[config.mk]
export PLATFORM = sky130hd
export DESIGN_NAME = riscv_ifetch_buf
export DESIGN_NICKNAME = d
export VERILOG_FILES = /design/src/rtl/riscv_ifetch_buf.sv
export SDC_FILE = /design/constraint.sdc
export NUM_CORES = 1
export LEC_CHECK = 0
export ABC_AREA = 1
export BUFFER_PORTS_ARGS = -buffer_cell sky130_fd_sc_hd__buf_2
export CAP_MARGIN = 10
export CORE_ASPECT_RATIO = 1.25
export CORE_UTILIZATION = 59
export CTS_BUF_LIST = sky130_fd_sc_hd__clkbuf_2 sky130_fd_sc_hd__clkbuf_4 sky130_fd_sc_hd__clkbuf_8
export CTS_CLUSTER_SIZE = 14
export DETAILED_ROUTE_END_ITERATION = 10
export GPL_TIMING_DRIVEN = 1
export HOLD_SLACK_MARGIN = 0.15
export PLACE_DENSITY = 0.83
export SKIP_CTS_REPAIR_TIMING = 1
export SYNTH_ARGS = -nofsm -noshare
export SYNTH_HDL_FRONTEND = slang
export SYNTH_SLANG_ARGS = --single-unit
export TNS_END_PERCENT = 5
[constraint.sdc]
create_clock -name clk -period 3.5 [get_ports clk]
set_input_delay 0.35 -clock clk [delete_from_list [all_inputs] [get_ports clk]]
set_output_delay 0.35 -clock clk [all_outputs]
set_load 0.05 [all_outputs]
[src/rtl/riscv_ifetch_buf.sv]
// Instruction fetch unit with a small in-order instruction buffer.
// Issues sequential fetches under a credit limit, buffers responses and discards stale ones after a redirect.
module riscv_ifetch_buf #(
  parameter int                ADDR_W   = 32,
  parameter int                INSTR_W  = 32,
  parameter int                DEPTH    = 4,
  parameter logic [ADDR_W-1:0] RESET_PC = '0
) (
  input  logic               clk,
  input  logic               reset_n,
  input  logic               redirect_i,
  input  logic [ADDR_W-1:0]  redirect_pc_i,
  output logic               mem_req_o,
  output logic [ADDR_W-1:0]  mem_addr_o,
  input  logic               mem_gnt_i,
  input  logic               mem_rvalid_i,
  input  logic [INSTR_W-1:0] mem_rdata_i,
  output logic               instr_valid_o,
  output logic [INSTR_W-1:0] instr_o,
  output logic [ADDR_W-1:0]  instr_pc_o,
  input  logic               instr_ready_i
);

  localparam int PTR_W = (DEPTH > 1) ? $clog2(DEPTH) : 1;
  localparam int CNT_W = PTR_W + 1;

  logic [ADDR_W-1:0]  r_fetch_pc;
  logic [ADDR_W-1:0]  r_head_pc;
  logic [CNT_W-1:0]   r_outstanding;
  logic [CNT_W-1:0]   r_count;
  logic [CNT_W-1:0]   r_discard;
  logic [PTR_W-1:0]   r_wr_ptr;
  logic [PTR_W-1:0]   r_rd_ptr;
  logic               r_started;
  logic [INSTR_W-1:0] r_buf [DEPTH];

  logic [CNT_W:0]     w_credits;
  logic               w_accept;
  logic               w_rsp;
  logic               w_drop;
  logic               w_push;
  logic               w_pop;

  // Every accepted request reserves a buffer slot, so responses can never overflow.
  assign w_credits = {1'b0, r_outstanding} + {1'b0, r_count};

  assign mem_req_o     = r_started & ~redirect_i & (w_credits < (CNT_W+1)'(DEPTH));
  assign mem_addr_o    = r_fetch_pc;
  assign instr_valid_o = (r_count != '0);
  assign instr_o       = instr_valid_o ? r_buf[r_rd_ptr] : '0;
  assign instr_pc_o    = r_head_pc;

  assign w_accept = mem_req_o & mem_gnt_i;
  assign w_rsp    = mem_rvalid_i & (r_outstanding != '0);
  assign w_drop   = w_rsp & (r_discard != '0);
  assign w_push   = w_rsp & ~w_drop & ~redirect_i;
  assign w_pop    = instr_valid_o & instr_ready_i & ~redirect_i;

  // NOTE: all state updates use non-blocking assignments so every register samples pre-edge values.
  always_ff @(posedge clk or negedge reset_n) begin
    if (!reset_n) begin
      r_started     <= 1'b0;
      r_fetch_pc    <= RESET_PC;
      r_head_pc     <= RESET_PC;
      r_outstanding <= '0;
      r_count       <= '0;
      r_discard     <= '0;
      r_wr_ptr      <= '0;
      r_rd_ptr      <= '0;
    end else begin
      r_started     <= 1'b1;
      r_outstanding <= r_outstanding + CNT_W'(w_accept) - CNT_W'(w_rsp);
      if (redirect_i) begin
        // Everything still in flight after this cycle belongs to the abandoned path.
        r_fetch_pc <= redirect_pc_i;
        r_head_pc  <= redirect_pc_i;
        r_count    <= '0;
        r_wr_ptr   <= '0;
        r_rd_ptr   <= '0;
        r_discard  <= r_outstanding - CNT_W'(w_rsp);
      end else begin
        if (w_accept) r_fetch_pc <= r_fetch_pc + ADDR_W'(4);
        if (w_drop)   r_discard  <= r_discard - CNT_W'(1);
        if (w_push)   r_wr_ptr   <= r_wr_ptr + PTR_W'(1);
        if (w_pop) begin
          r_rd_ptr  <= r_rd_ptr + PTR_W'(1);
          r_head_pc <= r_head_pc + ADDR_W'(4);
        end
        r_count <= r_count + CNT_W'(w_push) - CNT_W'(w_pop);
      end
    end
  end

  // NOTE: the buffer storage has no reset; validity comes solely from r_count.
  always_ff @(posedge clk) begin
    if (w_push) r_buf[r_wr_ptr] <= mem_rdata_i;
  end

endmodule

## Word-level counts from Yosys, hierarchy flattened

Memory sizes are Yosys's and may differ from the RTL's.
Cells that the tools add are included.

- Bits in registers: 78
- RAM bits: 128
- Input port bits: 70
- Output and inout bits: 98
- Logic and storage cells: 53
- Memories kept: 1

Memories:

| name | words | width | rd ports | clocked after memory_dff | wr ports | line | text |
|---|---|---|---|---|---|---|---|
| r_buf | 4 | 32 | 1 | 0 | 1 | 35 | `logic [INSTR_W-1:0] r_buf [DEPTH];` |

- Add/sub/neg operators: 11
- Magnitude comparators: 1
- Multiplexer cells: 14
- Bitwise operators: 11
- Reductions and logical operators: 7

Operators with widths:

| cell | number |
|---|---|
| 2-to-1 mux 32 bit | 5 |
| adder 32 x 3 -> 32 bit, second input constant | 2 |
| AND 1 bit | 9 |
| 2-to-1 mux 3 bit | 3 |
| nonzero test 3 bit | 3 |
| subtractor 3 x 1 -> 3 bit | 3 |
| 2-to-1 mux 2 bit | 4 |
| nonzero test 2 bit | 4 |
| adder 3 x 1 -> 3 bit | 2 |
| adder 2 x 1 -> 2 bit, second input constant | 2 |
| adder 3 x 3 -> 4 bit | 1 |
| < comparator 4 x 3 -> 1 bit, second input constant | 1 |
| subtractor 3 x 1 -> 3 bit, second input constant | 1 |
| 2-to-1 mux 1 bit | 2 |
| inverter 1 bit | 2 |

## Logic depth before layout (Yosys ltp)

- Word-level depth: 9
- Gate-level depth with buffers: 14
- Mapped depth without buffers: 13

## Worst setup path before layout

OpenSTA, ideal clock, no wires.

- Path type: input to register
- Start: input port redirect_i
- End: memory r_buf[0][0] (enable)
- Setup time: 0.421 ns
- Arrival time: 2.396 ns
- Required time: 3.079 ns
- Slack: 0.682 ns
- Cell stages on the path: 5
- Path buffers: 2
- Cell sequence: buf_6 > inv_2 > buf_2 > nand4_1 > nor2_1

- Cells in the longest elaborated chain, start to end: 4

RTL lines:

| item | line | text |
|---|---|---|
| from (decl) | 11 | `input logic redirect_i,` |
| inverter 1 bit | 56 | `assign w_push = w_rsp & ~w_drop & ~redirect_i;` |
| AND 1 bit | 56 |  |
| 2-to-1 mux 1 bit | 96 | `if (w_push) r_buf[r_wr_ptr] <= mem_rdata_i;` |
| 2-to-1 mux 1 bit (not written as such) | 96 |  |
| to (decl) | 35 |  |

No other way between the ends.

## Worst setup path after layout

- Start: register r_rd_ptr[1]
- End: output port instr_o[26]

- Cells in the longest elaborated chain, start to end: 2

RTL lines:

| item | line | text |
|---|---|---|
| from (decl) | 33 | `logic [PTR_W-1:0] r_rd_ptr;` |
| from (signal assigned) | 86 | `r_rd_ptr <= r_rd_ptr + PTR_W'(1);` |
| memory (4 x 32 bit) | - |  |
| 2-to-1 mux 32 bit | 50 | `assign instr_o = instr_valid_o ? r_buf[r_rd_ptr] : '0;` |
| to (decl) | 19 | `output logic [INSTR_W-1:0] instr_o,` |

No other way between the ends.

==> impl_results.md <==
* Max H-tree Level at 1
* Via count at 8966
* Slowest-stage cell, CP: inv_1
* CP startpoint kind: register
* Via density at between 5 and 6
* Layout cells sized above 1 at between 10% and 20%
* Drt drc at 0
* Post-DP HPWL at 17.5 mm
* Worst vdd ir at about 490 uV
* Syn nets at 1223
* # fillers at roughly 1200
* Initial core utilization at 60.4%
* Grt ovf at 0
* Die Y-Extent at around 150 um
* Initial drt markers at between 900 and 1000
* CP peak stage delay at around 860 ps
* Gate Count Post-Synth at ~1100
* Worst path required time at around 3200 ps
* List of most frequent post-synthesis cells: nand2_1, nor2_1, edfxtp_1
* RSZ-0062 raised after global routing: no
* Outcome: completed
* Clk buf depth at 3
* #FFs+latches synth at ~200
* Final cell utilization of the core at between 70% and 80%
* Wire per inst at roughly 17 um
* Top-count cell post-synth: nand2_1
* Power per cell area at 716 nW/um^2
* Initial antenna violation count at 0
* Core area at 16800 um^2
* WL final at 26.7 mm
* Pleak at 5.35 nW
* Kind of critical path: register to primary output
* CTS root buf: clkbuf_8
* Synth area leader: edfxtp_1
* Core Rows at 53
* DIE WIDTH at between 100 and 150 um
* Seq/Total Area, Yosys at 57.2%
* Post-synth EDFFs at ~130
* Post-synth ARST share at 37.9%
* Num CTS Buffers at 31
* Share of the synthesized area in the top cell type at a little under two fifths
* Syn avg cell area at slightly below 9 um^2
* Clk_lat worst skew at about 560 ps
* Non-Filler Instances at between 1500 and 2000
* Hold Fails Final Rpt at 0
* Fin crit period at roughly 2900 ps
* Post-DRT Antenna Nets at 0
* R2R cell count at 13
* Synth cell types at between 40 and 50
* Worst slew pin tran at between 1000 and 1500 ps
* Synth warnings at 0
* Crit path capture type: primary output
* Post-Place Worst Slack at approximately 700 ps
* Final setup vio count at 0
* Hold depth at 5
* Number of global-route vias before repair at between 8000 and 9000
* Worst min path class: input port to register
* Clk slew on worst S/H paths at 60 ps
* Period utilization at between 80 and 90%
* # port buffers at approximately 170
* CP Cell Sequence: inv_1 -> nor2_1 -> o21ai_0 -> a21oi_1 -> buf_2
* GRT Total Usage at between 20% and 30%
* CTS sink count at between 200 and 250
* TritonCTS clock tree: done
* Critical Path AT at about 2500 ps
* Max_slew headroom at between 20 and 25%
* Critical-path maximum fanout at 32
* IO Pins at 168
* Mapped cell area at approximately 10000 um^2
* Layout area overhead at 22.2%
* Worst clock skew at between 15 and 20 ps
* Global-route wire length before repair at about 40 mm
* Setup TNS at 0 ps
* GPL Wtd Cong at 0.951
* Worst setup margin at around 640 ps
* Placed Cells at 1492
* Fmax at ~0.35 GHz
* Synth top area cells: edfxtp_1, dfrtp_1, nand2_1
* Die ar. at 17700 um^2
* # nets final at around 1500
* Predominant post-synthesis flop cell: edfxtp_1
* Final Max Tran Viols at 0
* Largest net degree at the start of global routing at between 70 and 80
* ANT cells at 0
* 1st-pass router iterations at 6
* Max_cap viols at 0
## metrics by stage
step / power (mW) / instance area (um^2) / hold WS, ps
floorplan: 5.87 / 10100 / 54.4
global placement: 6.71 / 11100 / 456
detailed placement: 6.78 / 11100 / 454
CTS: 8.80 / 11800 / -16.2
global route: 9.28 / 12400 / 155
finish: 8.86 / 12400 / 127
## worst paths after layout
path | startpoint | end | slack, ps
hold / removal | redirect_pc_i[24] | instr_pc_o[24]$_DFFE_PN0N_ | 130
hold reg to reg | mem_addr_o[1]$_DFFE_PN0P_ | mem_addr_o[1]$_DFFE_PN0P_ | 470
max in group asynchronous | reset_n | r_rd_ptr[0]$_DFFE_PN0N_ | 2260
setup reg to reg | r_count[1]$_DFF_PN0_ | r_count[2]$_DFF_PN0_ | 700
setup / recovery | r_rd_ptr[1]$_DFFE_PN0N_ | instr_o[26] | 640
min in group asynchronous | reset_n | mem_addr_o[21]$_DFFE_PN0P_ | 510
## where the power goes
group / internal, mW / leakage [nW] / switching [mW] / total (mW)
Combinational: 0.877 / 2.91 / 2.78 / 3.66
Sequential: 2.86 / 2.10 / 0.315 / 3.17
Clock: 1.13 / 0.336 / 0.901 / 2.03
## worst max-delay path: cells and delay by family (launching register included)
family | cells | cell delay [ps]
buffers and inverters | 2 | 1090
AOI/OAI and AO/OA | 2 | 300
DFF | 1 | 370
and+or+nand+nor | 1 | 180
## metal layers
metal	global-route usage (%)	wire, um
met4	15.5	1360
met3	4.75	2110
met2	52.0	13000
met1	34.6	10300
met5	0	0
## cell type report
cell class	instances	area [um^2]	area share, %
Timing Repair Buffer	236	1510	12.2
Sequential cell	206	5800	46.8
Clock inverter	13	104	0.839
Multi-Input combinational cell	808	3850	31.1
Clock buffer	43	536	4.33
Inverter	82	312	2.52
Tap cell	220	275	2.22
## layout by cell type, fill, tap and decap left out, drive strengths merged, types with 16 or more instances in the layout
cell         netlist  routed
clkbuf            22      43
a21oi             40      40
xor2              22      22
dfrtp             78      78
nand2            276     276
ha                16      16
inv               81      81
o21ai             90      90
o211ai            18      18
edfxtp           128     128
nand3             61      61
nor2             222     222
buf               17     176
dlygate4sd3        0      60
## state kept, by name, indices dropped and copies added (netlist names)
signal / cells
r_wr_ptr: 2
r_started: 1
instr_pc_o: 32
r_buf: 128
mem_addr_o: 32
r_discard: 3
r_outstanding: 3
r_rd_ptr: 2
r_count: 3
## kinds of logic after synthesis
logic type	share of synthesized area, %
buf+inv	4.87
flops	57.2
simple gates	24.3
other cells	0.0370
xor+xnor	2.25
compound gates	8.94
fa+ha+maj	2.37
No activity file was read; power rests on OpenSTA's default activity.
